[src/rtl/instr_queue_pkg.sv]
// Shared types and constants for the dual-issue fetch-to-decode instruction queue.
// Entries carry the instruction word together with its PC.
package iq_pkg;

  typedef struct packed {
    logic [31:0] instr;
    logic [31:0] pc;
  } iq_entry_t;

  // addi x0,x0,0 -- driven on an empty decode slot
  localparam logic [31:0] NOP_INSTR = 32'h0000_0013;

  localparam int IQ_DEFAULT_DEPTH = 8;

  function automatic int ptr_w(input int depth);
    return $clog2(depth);
  endfunction

  function automatic int cnt_w(input int depth);
    return $clog2(depth) + 1;
  endfunction

endpackage

[src/rtl/instr_queue_if.sv]
// Fetch/decode-facing signal bundle of the instruction queue.
// Handshake: fetch may push only while push_ready=1 (a push with push_ready=0 is dropped), decode pops only entries flagged by validD1/validD2; both take effect at the clock edge.
interface instr_queue_if #(parameter int DEPTH = iq_pkg::IQ_DEFAULT_DEPTH);

  logic                               flush;
  logic                               push1;
  logic                               push2;
  logic [31:0]                        InstrF1;
  logic [31:0]                        PCF1;
  logic [31:0]                        InstrF2;
  logic [31:0]                        PCF2;
  logic                               push_ready;
  logic                               pop1;
  logic                               pop2;
  logic                               validD1;
  logic                               validD2;
  logic [31:0]                        InstrD1;
  logic [31:0]                        PCD1;
  logic [31:0]                        PCPlus4D1;
  logic [31:0]                        InstrD2;
  logic [31:0]                        PCD2;
  logic [31:0]                        PCPlus4D2;
  logic [iq_pkg::cnt_w(DEPTH)-1:0]    count;

  // Fetch, decode and redirect logic: drives the requests, observes the queue
  modport master (
    output flush, push1, push2, InstrF1, PCF1, InstrF2, PCF2, pop1, pop2,
    input  push_ready, validD1, validD2, InstrD1, PCD1, PCPlus4D1,
    input  InstrD2, PCD2, PCPlus4D2, count
  );

  // The queue itself
  modport slave (
    input  flush, push1, push2, InstrF1, PCF1, InstrF2, PCF2, pop1, pop2,
    output push_ready, validD1, validD2, InstrD1, PCD1, PCPlus4D1,
    output InstrD2, PCD2, PCPlus4D2, count
  );

endinterface

[src/rtl/instr_queue.sv]
// Dual-issue instruction queue: circular buffer written up to two entries per cycle
// by fetch and read up to two oldest entries per cycle by decode; flush empties it.
module instr_queue #(
  parameter int          DEPTH     = iq_pkg::IQ_DEFAULT_DEPTH,
  parameter logic [31:0] NOP_INSTR = iq_pkg::NOP_INSTR
) (
  input  logic           clk,
  input  logic           rst,
  instr_queue_if.slave   bus
);
  import iq_pkg::*;

  localparam int PW = ptr_w(DEPTH);
  localparam int CW = cnt_w(DEPTH);

  iq_entry_t         mem_q [DEPTH];
  iq_entry_t         mem_d [DEPTH];
  logic [PW-1:0]     head_q, head_d;
  logic [PW-1:0]     tail_q, tail_d;
  logic [CW-1:0]     count_q, count_d;

  logic              push_ready;
  logic [1:0]        n_push;
  logic [1:0]        n_pop_req;
  logic [1:0]        n_pop;
  logic [PW-1:0]     head_nx;
  logic [PW-1:0]     tail_nx;

  always_comb begin
    push_ready = (count_q <= CW'(DEPTH - 2));
    head_nx    = head_q + PW'(1);
    tail_nx    = tail_q + PW'(1);

    n_push = 2'd0;
    if (push_ready && bus.push1) n_push = bus.push2 ? 2'd2 : 2'd1;

    n_pop_req = 2'd0;
    if (bus.pop1) n_pop_req = bus.pop2 ? 2'd2 : 2'd1;
    // Pops are clipped to what is stored at the start of the cycle; a same-cycle push cannot be popped
    n_pop = (CW'(n_pop_req) > count_q) ? count_q[1:0] : n_pop_req;

    mem_d = mem_q;
    if (n_push != 2'd0) mem_d[tail_q]  = '{instr: bus.InstrF1, pc: bus.PCF1};
    if (n_push == 2'd2) mem_d[tail_nx] = '{instr: bus.InstrF2, pc: bus.PCF2};

    head_d  = head_q + PW'(n_pop);
    tail_d  = tail_q + PW'(n_push);
    count_d = count_q + CW'(n_push) - CW'(n_pop);

    if (bus.flush) begin
      mem_d   = mem_q;
      head_d  = '0;
      tail_d  = '0;
      count_d = '0;
    end
  end

  always_ff @(posedge clk or posedge rst) begin
    if (rst) begin
      head_q  <= '0;
      tail_q  <= '0;
      count_q <= '0;
      for (int i = 0; i < DEPTH; i++) mem_q[i] <= '0;
    end else begin
      head_q  <= head_d;
      tail_q  <= tail_d;
      count_q <= count_d;
      for (int i = 0; i < DEPTH; i++) mem_q[i] <= mem_d[i];
    end
  end

  // Decode side reads straight from registered state; no bypass from the fetch inputs
  always_comb begin
    bus.push_ready = push_ready;
    bus.count      = count_q;
    bus.validD1    = (count_q >= CW'(1));
    bus.validD2    = (count_q >= CW'(2));

    bus.InstrD1 = NOP_INSTR;
    bus.PCD1    = 32'd0;
    if (bus.validD1) begin
      bus.InstrD1 = mem_q[head_q].instr;
      bus.PCD1    = mem_q[head_q].pc;
    end

    bus.InstrD2 = NOP_INSTR;
    bus.PCD2    = 32'd0;
    if (bus.validD2) begin
      bus.InstrD2 = mem_q[head_nx].instr;
      bus.PCD2    = mem_q[head_nx].pc;
    end

    bus.PCPlus4D1 = bus.PCD1 + 32'd4;
    bus.PCPlus4D2 = bus.PCD2 + 32'd4;
  end

endmodule

[src/flat_wrapper.sv]
// flat-port wrapper written by rule: the top's interface ports become plain ports
module instr_queue_flat import iq_pkg::*;
#(
  parameter int          DEPTH     = iq_pkg::IQ_DEFAULT_DEPTH,
  parameter logic [31:0] NOP_INSTR = iq_pkg::NOP_INSTR
)
  (clk, rst, bus_flush, bus_push1, bus_push2, bus_InstrF1, bus_PCF1, bus_InstrF2, bus_PCF2, bus_pop1, bus_pop2, bus_push_ready, bus_validD1, bus_validD2, bus_InstrD1, bus_PCD1, bus_PCPlus4D1, bus_InstrD2, bus_PCD2, bus_PCPlus4D2, bus_count);
  instr_queue_if #(.DEPTH(DEPTH)) bus_i ();
  input  logic clk;
  input  logic rst;
  input wire logic [$bits(bus_i.flush)-1:0] bus_flush;
  input wire logic [$bits(bus_i.push1)-1:0] bus_push1;
  input wire logic [$bits(bus_i.push2)-1:0] bus_push2;
  input wire logic [$bits(bus_i.InstrF1)-1:0] bus_InstrF1;
  input wire logic [$bits(bus_i.PCF1)-1:0] bus_PCF1;
  input wire logic [$bits(bus_i.InstrF2)-1:0] bus_InstrF2;
  input wire logic [$bits(bus_i.PCF2)-1:0] bus_PCF2;
  input wire logic [$bits(bus_i.pop1)-1:0] bus_pop1;
  input wire logic [$bits(bus_i.pop2)-1:0] bus_pop2;
  output wire logic [$bits(bus_i.push_ready)-1:0] bus_push_ready;
  output wire logic [$bits(bus_i.validD1)-1:0] bus_validD1;
  output wire logic [$bits(bus_i.validD2)-1:0] bus_validD2;
  output wire logic [$bits(bus_i.InstrD1)-1:0] bus_InstrD1;
  output wire logic [$bits(bus_i.PCD1)-1:0] bus_PCD1;
  output wire logic [$bits(bus_i.PCPlus4D1)-1:0] bus_PCPlus4D1;
  output wire logic [$bits(bus_i.InstrD2)-1:0] bus_InstrD2;
  output wire logic [$bits(bus_i.PCD2)-1:0] bus_PCD2;
  output wire logic [$bits(bus_i.PCPlus4D2)-1:0] bus_PCPlus4D2;
  output wire logic [$bits(bus_i.count)-1:0] bus_count;
  assign bus_i.flush = bus_flush;
  assign bus_i.push1 = bus_push1;
  assign bus_i.push2 = bus_push2;
  assign bus_i.InstrF1 = bus_InstrF1;
  assign bus_i.PCF1 = bus_PCF1;
  assign bus_i.InstrF2 = bus_InstrF2;
  assign bus_i.PCF2 = bus_PCF2;
  assign bus_i.pop1 = bus_pop1;
  assign bus_i.pop2 = bus_pop2;
  assign bus_push_ready = bus_i.push_ready;
  assign bus_validD1 = bus_i.validD1;
  assign bus_validD2 = bus_i.validD2;
  assign bus_InstrD1 = bus_i.InstrD1;
  assign bus_PCD1 = bus_i.PCD1;
  assign bus_PCPlus4D1 = bus_i.PCPlus4D1;
  assign bus_InstrD2 = bus_i.InstrD2;
  assign bus_PCD2 = bus_i.PCD2;
  assign bus_PCPlus4D2 = bus_i.PCPlus4D2;
  assign bus_count = bus_i.count;
  instr_queue #(.DEPTH(DEPTH), .NOP_INSTR(NOP_INSTR)) u_core (.clk(clk), .rst(rst), .bus(bus_i));
endmodule
[config.mk]
export PLATFORM = sky130hd
export DESIGN_NAME = instr_queue_flat
export DESIGN_NICKNAME = d
export VERILOG_FILES = /design/src/rtl/instr_queue_pkg.sv /design/src/rtl/instr_queue_if.sv /design/src/rtl/instr_queue.sv /design/src/flat_wrapper.sv
export SDC_FILE = /design/constraint.sdc
export NUM_CORES = 2
export LEC_CHECK = 0
export BUFFER_PORTS_ARGS = -buffer_cell sky130_fd_sc_hd__clkbuf_2
export CAP_MARGIN = 20
export CORE_MARGIN = 1
export CORE_UTILIZATION = 67
export CTS_BUF_LIST = sky130_fd_sc_hd__clkbuf_4
export DETAILED_ROUTE_END_ITERATION = 6
export PLACE_DENSITY = 0.91
export SYNTH_ARGS = -nofsm -noshare
export SYNTH_HDL_FRONTEND = slang
export SYNTH_SLANG_ARGS = --single-unit
[constraint.sdc]
create_clock -name clk -period 37.8 [get_ports clk]
set_input_delay 5.67 -clock clk [delete_from_list [all_inputs] [get_ports clk]]
set_output_delay 5.67 -clock clk [all_outputs]
set_load 0.01 [all_outputs]
After elaboration in Yosys (flattened, before gate mapping) --
Cells that the tools add are included. W data, S select, Z words.
Storage, ports and cells: register bits 522, output and inout port bits 199, word-level logic and storage cells 72
Cells by class: add/sub/neg operators 8, $lt $le $gt $ge 10, eq/ne operators 1, multiplexer cells 26, bitwise operators 4, reduce and logical (&&, ||, !) cells 4
Operators with widths (number):
- $bwmux W512 | 2
- $mux W512 | 2
- $bmux W64 S3 | 2
- $demux W64 S3 | 2
- $mux W64 | 6
- $mux W32 | 4
- $add A32 B3 Y32 const B | 2
- $ge A4 B4 Y1 const B | 4
- $not A3 Y4 | 4
- $mux W2 | 5
- $lt A4 B1 Y1 const B | 2
- $add A3 B1 Y3 const B | 2
- $add A3 B2 Y3 | 2
- $mux W3 | 2
- $add A4 B2 Y4 | 1
- $ge A4 B1 Y1 const B | 1
- $ge A4 B2 Y1 const B | 1
- $gt A2 B4 Y1 | 1
- $le A4 B3 Y1 const B | 1
- $mux W4 | 1
- $sub A4 B2 Y4 | 1
- $logic_and A1 B1 Y1 | 3
- $eq A2 B2 Y1 const B | 1
- $reduce_bool A2 Y1 | 1

Longest topological paths before layout --
word-level depth 9, mapped depth 16, depth with buffers taken out 13

Least setup slack after synthesis --
No wires, ideal clock.
path kind register to output, from register u_core.count_q[3] (netlist: u_core.bus.count[3]), to output port bus_PCPlus4D1[26], data arrival time 3.402 ns, slack 28.728 ns, stages on the path, launching flop included 17, cells stage by stage dfrtp_1 inv_1 ha_1 o21ai_0 and2_1 clkbuf_1 clkbuf_1 buf_1 nor2_1 ha_1 inv_1 nor4_1 and4b_1 buf_2 nand4_1 nor2_1 xor2_1
On the way: word-level cells in the longest chain between the ends 3
RTL lines:
- start, declared | line instr_queue.sv:20 | logic [CW-1:0] count_q, count_d;
- start signal, assigned | line instr_queue.sv:67 | count_q <= count_d;
- $ge A4 B1 Y1 | line instr_queue.sv:76 | bus.validD1 = (count_q >= CW'(1));
- $mux W32 | line instr_queue.sv:81 | if (bus.validD1) begin
- via bus_PCD1[3] | line flat_wrapper.sv:24 | output wire logic [$bits(bus_i.PCD1)-1:0] bus_PCD1;
- $add A32 B3 Y32 | line instr_queue.sv:93 | bus.PCPlus4D1 = bus.PCD1 + 32'd4;
- end, declared | line flat_wrapper.sv:25 | output wire logic [$bits(bus_i.PCPlus4D1)-1:0] bus_PCPlus4D1;
The timed path passes the listed nets, and every way through them passes these cells.

Worst setup path in the final report --
from register u_core.head_q[1], to output port bus_PCPlus4D2[31]
On the way: word-level cells in the longest chain between the ends 7
RTL lines:
- start, declared | line instr_queue.sv:18 | logic [PW-1:0] head_q, head_d;
- start signal, assigned | line instr_queue.sv:60 | head_q <= '0;
- start signal, assigned | line instr_queue.sv:65 | head_q <= head_d;
- $add A3 B1 Y3 | line instr_queue.sv:31 | head_nx = head_q + PW'(1);
- $not A3 Y4 (implied by the code) | line instr_queue.sv:90 | bus.PCD2 = mem_q[head_nx].pc;
- $bmux W64 S3 | line instr_queue.sv:90
- $mux W64 (2 in series)
- $mux W32 | line instr_queue.sv:88 | if (bus.validD2) begin
- $add A32 B3 Y32 | line instr_queue.sv:94 | bus.PCPlus4D2 = bus.PCD2 + 32'd4;
- end, declared | line flat_wrapper.sv:28 | output wire logic [$bits(bus_i.PCPlus4D2)-1:0] bus_PCPlus4D2;
Every way passes these cells. The select of a mux whose other input is x is not followed.

==> metrics.log <==
INFO  metric worst_path_max_delay_cell = sky130_fd_sc_hd__buf_4
INFO  metric clock_tree.htree_level_count = 4
INFO  metric synthDominantCellAreaShare = 0.388
INFO  metric count_of_endpoints_failing_setup_in_the_final_report = 0
INFO  metric vias_in_the_first_global_route = 32100
INFO  metric hold_path.startpoint = u_core.mem_q[160]
INFO  metric layout_common_cells = sky130_fd_sc_hd__o22a_1 (1024), sky130_fd_sc_hd__dfrtp_1 (519), sky130_fd_sc_hd__clkbuf_2 (332)
INFO  metric finalHoldViolCount = 0
INFO  metric maxClockFrequency = 0.0787 GHz
INFO  metric grt_pass1_wl = 189000 um
INFO  metric netlist_instances = 3001
INFO  metric cts.repair.resized = 0
INFO  metric drtAntennaViolNets = 0
INFO  metric synth.yosys.seq_area_share = 0.388
INFO  metric min_period = 12.70 ns
INFO  metric worst_slew_margin_rel = 0.150
INFO  metric worst_slew_pin_slew = 1.27 ns
INFO  metric total_power = 3.52 mW
INFO  metric post-route-period-util = 0.336
INFO  metric critical_path.reg2reg.endpoint = u_core.mem_q[78]
INFO  metric detailed_route_via_count = 32400
INFO  metric slew_viol_final = 0
INFO  metric ios = 334
INFO  metric globalRouteTotalUtil = 0.497
INFO  metric ff2ff_path_depth = 10
INFO  metric synth.cell_area = 33700 um2
INFO  metric crit_arrival = 7.03 ns
INFO  metric synth_top_cells_by_area = sky130_fd_sc_hd__dfrtp_1 (39%), sky130_fd_sc_hd__o22a_1 (27%), sky130_fd_sc_hd__mux4_2 (14%), sky130_fd_sc_hd__mux2i_1 (3.4%), sky130_fd_sc_hd__clkbuf_1 (2.5%)
INFO  metric initial_core_util = 0.684
INFO  metric fp-row-count = 81
INFO  metric post-route-cell-area = 36900 um2
INFO  metric drt_first_pass_iters = 7
INFO  metric unrepaired_setup_endpoints_after_global_routing = no
INFO  metric area.growth.synth_to_final = 9.64%
INFO  metric cts_buffers = 143
INFO  metric cp.required = 32.13 ns
INFO  metric async_reset_ff_frac = 1.00
INFO  metric clock_path_buffers = 3
INFO  metric crit_path_frequent_cell = sky130_fd_sc_hd__buf_4
INFO  metric synth.yosys.warnings = 0
INFO  metric initial_antenna_violation_count = 18
INFO  metric place.port_buffers = 333
INFO  metric synth-edff-count = 0
INFO  metric critical_path.max_stage_delay = 0.93 ns
INFO  metric worst-setup-path-type = reg2out
INFO  metric power_per_cell_area = 95.3 nW/um2
INFO  metric r2r-start = u_core.bus.count[3]
INFO  metric run_status = finished with violations
INFO  metric drc = 29
INFO  metric cts.hold.buffers_added = 0
INFO  metric worst-path-max-fanout = 70
INFO  metric hold_class = reg2reg
INFO  metric setup-tns-final = 0 ns
INFO  metric critical_path.endpoint_type = output port
INFO  metric crit_path_start_kind = register
INFO  metric r2r_slack = 32.99 ns
INFO  metric overflow = 0
INFO  metric drt-vias-per-instance = 8.41
INFO  metric synth.avg_cell_area = 11.2 um2
INFO  metric ys_ff_latch = 522
INFO  metric synth.net_count = 3154
INFO  metric crit_start = u_core.head_q[1]
INFO  metric postRouteWirelength = 127000 um
INFO  metric fp.dieW = 226 um
INFO  metric hold_path_depth = 1
INFO  metric final_common_cell = sky130_fd_sc_hd__o22a_1
INFO  metric postCtsSetupRepairBufs = 0
INFO  metric die_height = 226 um
INFO  metric wl_per_cell = 32.9 um
INFO  metric tritoncts = done
INFO  metric synth_top_area_cell = sky130_fd_sc_hd__dfrtp_1
INFO  metric leakage = 14.3 nW
INFO  metric path_cells = ha_4, buf_4, buf_4, buf_4, mux4_2, nand2_1, a21oi_1, and3_1, nand4_1, xnor2_1, clkbuf_2
INFO  metric dp_hpwl = 69700 um
INFO  metric nNetsFinal = 3227
INFO  metric timing.hold.worst_endpoint = u_core.mem_q[160]
INFO  metric failed_checks = DRC
INFO  metric detailedRoute.firstIterationViolations = 6473
INFO  metric dpl_cell_area = 34900 um2
INFO  metric cts.reportedPaths.clkPinSlew = 0.08 ns
INFO  metric ys.flop_type = sky130_fd_sc_hd__dfrtp_1
INFO  metric max_cap_viols = 0
INFO  metric maximum_ir_drop_on_the_vdd_rail = 0.0485 mV
INFO  metric clkSinkCount = 522
INFO  metric clk-insertion-delay-late = 1.05 ns
INFO  metric drive_above_1_share = 0.278
INFO  metric fin_worst_skew = 0.0736 ns
INFO  metric grt_max_degree = 189
INFO  metric cts.root.buffer_cell = sky130_fd_sc_hd__clkbuf_4
INFO  metric yosysUniqueCellTypes = 60
INFO  metric core_area = 49300 um2
INFO  metric finalWeightedCongestion = 0.899
INFO  metric die-area = 51200 um2
[worst max path at each step]
| stage | to | slack (ns) | cells after the start |
|---|---|---|---|
| after floorplan | u_core.bus.count[0] | 17.55 | 1 |
| after global placement | bus_PCPlus4D2[31] | 26.60 | 11 |
| after detailed placement | bus_PCPlus4D2[31] | 26.49 | 11 |
| after CTS | bus_PCPlus4D2[31] | 25.35 | 11 |
| after global routing | bus_PCPlus4D2[31] | 24.96 | 11 |
| final | bus_PCPlus4D2[31] | 25.10 | 11 |
[cell type report]
class,count,area [um2]
timing repair buffer,389,2190
tap,664,831
antenna,13,32.5
clock buffer,214,1610
fill,3141,12300
inverter,33,131
sequential,522,13100
multi-input combinational,1985,18700
clock inverter,33,317
[sequential cells by signal, indices dropped and copies added, names as in the netlist]
name / count
u_core.bus.count: 4
u_core.tail_q: 3
u_core.head_q: 3
u_core.mem_q: 512
[layer usage]
metal | up-vias | part of all wire | global-route usage
met3 | 1170 | 0.17 | 0.229
li1 | 12100 | - | -
met5 | - | 0.0012 | 0.00782
met1 | 15400 | 0.31 | 0.587
met2 | 3774 | 0.42 | 0.694
met4 | 16 | 0.092 | 0.401
[cell families (layout without fill, tap and decap cells)]
kind of cell | count (synthesis) | count (layout) | share of synthesized area
AO/OA/AOI/OAI | 1153 | 1153 | 0.290
flip-flops | 522 | 522 | 0.388
buffers and inverters | 494 | 669 | 0.0622
AND/OR/NAND/NOR | 416 | 416 | 0.0579
multiplexers | 333 | 333 | 0.177
XOR/XNOR | 64 | 64 | 0.0171
adder cells (fa/ha/maj) | 19 | 19 | 0.00788
other | 0 | 13 | 0
[power breakdown]
part | switching [mW] | internal (mW)
Combinational | 1.04 | 0.879
Sequential | 0.235 | 0.804
Clock | 0.259 | 0.305
Total | 1.53 | 1.99
[synthesized netlist by cell type (5+ instances only)]
library cell / instances
sky130_fd_sc_hd__and2_1: 7
sky130_fd_sc_hd__buf_1: 167
sky130_fd_sc_hd__dfrtp_1: 522
sky130_fd_sc_hd__buf_4: 22
sky130_fd_sc_hd__nand4_1: 16
sky130_fd_sc_hd__mux2_2: 10
sky130_fd_sc_hd__and3_1: 9
sky130_fd_sc_hd__and4_1: 5
sky130_fd_sc_hd__mux2i_1: 116
sky130_fd_sc_hd__inv_1: 31
sky130_fd_sc_hd__mux4_2: 204
sky130_fd_sc_hd__nor3_1: 9
sky130_fd_sc_hd__nor2b_1: 18
sky130_fd_sc_hd__clkbuf_1: 223
sky130_fd_sc_hd__a21oi_1: 84
sky130_fd_sc_hd__ha_1: 14
sky130_fd_sc_hd__nor4_1: 6
sky130_fd_sc_hd__buf_2: 34
sky130_fd_sc_hd__a2111oi_0: 6
sky130_fd_sc_hd__nor2_1: 63
sky130_fd_sc_hd__o22a_1: 1024
sky130_fd_sc_hd__nand2_1: 198
sky130_fd_sc_hd__a22oi_1: 17
sky130_fd_sc_hd__xor2_1: 17
sky130_fd_sc_hd__nand3_1: 60
sky130_fd_sc_hd__buf_6: 14
sky130_fd_sc_hd__xnor2_1: 45
[critical path, delay by kind of cell (launching register included)]
kind            cells  cell delay (ns)
xor+xnor            1             0.21
flops               1             0.75
fa+ha+maj           1             0.60
compound gates      1             0.63
buf+inv             4             2.77
mux                 1             0.36
simple gates        3             0.50
[through the flow]
stage	hold slack [ns]	util	cells	worst slack (ns)
2_1_floorplan	0.472	-	3001	17.55
3_3_place_gp	0.482	0.708	3590	26.60
3_5_place_dp	0.508	0.708	3590	26.49
4_1_cts	0.522	0.747	3837	25.35
5_1_grt	0.543	0.749	3849	24.96
6_report	0.524	0.750	3853	25.10
Note: power is estimated with default switching activity, not from simulation.
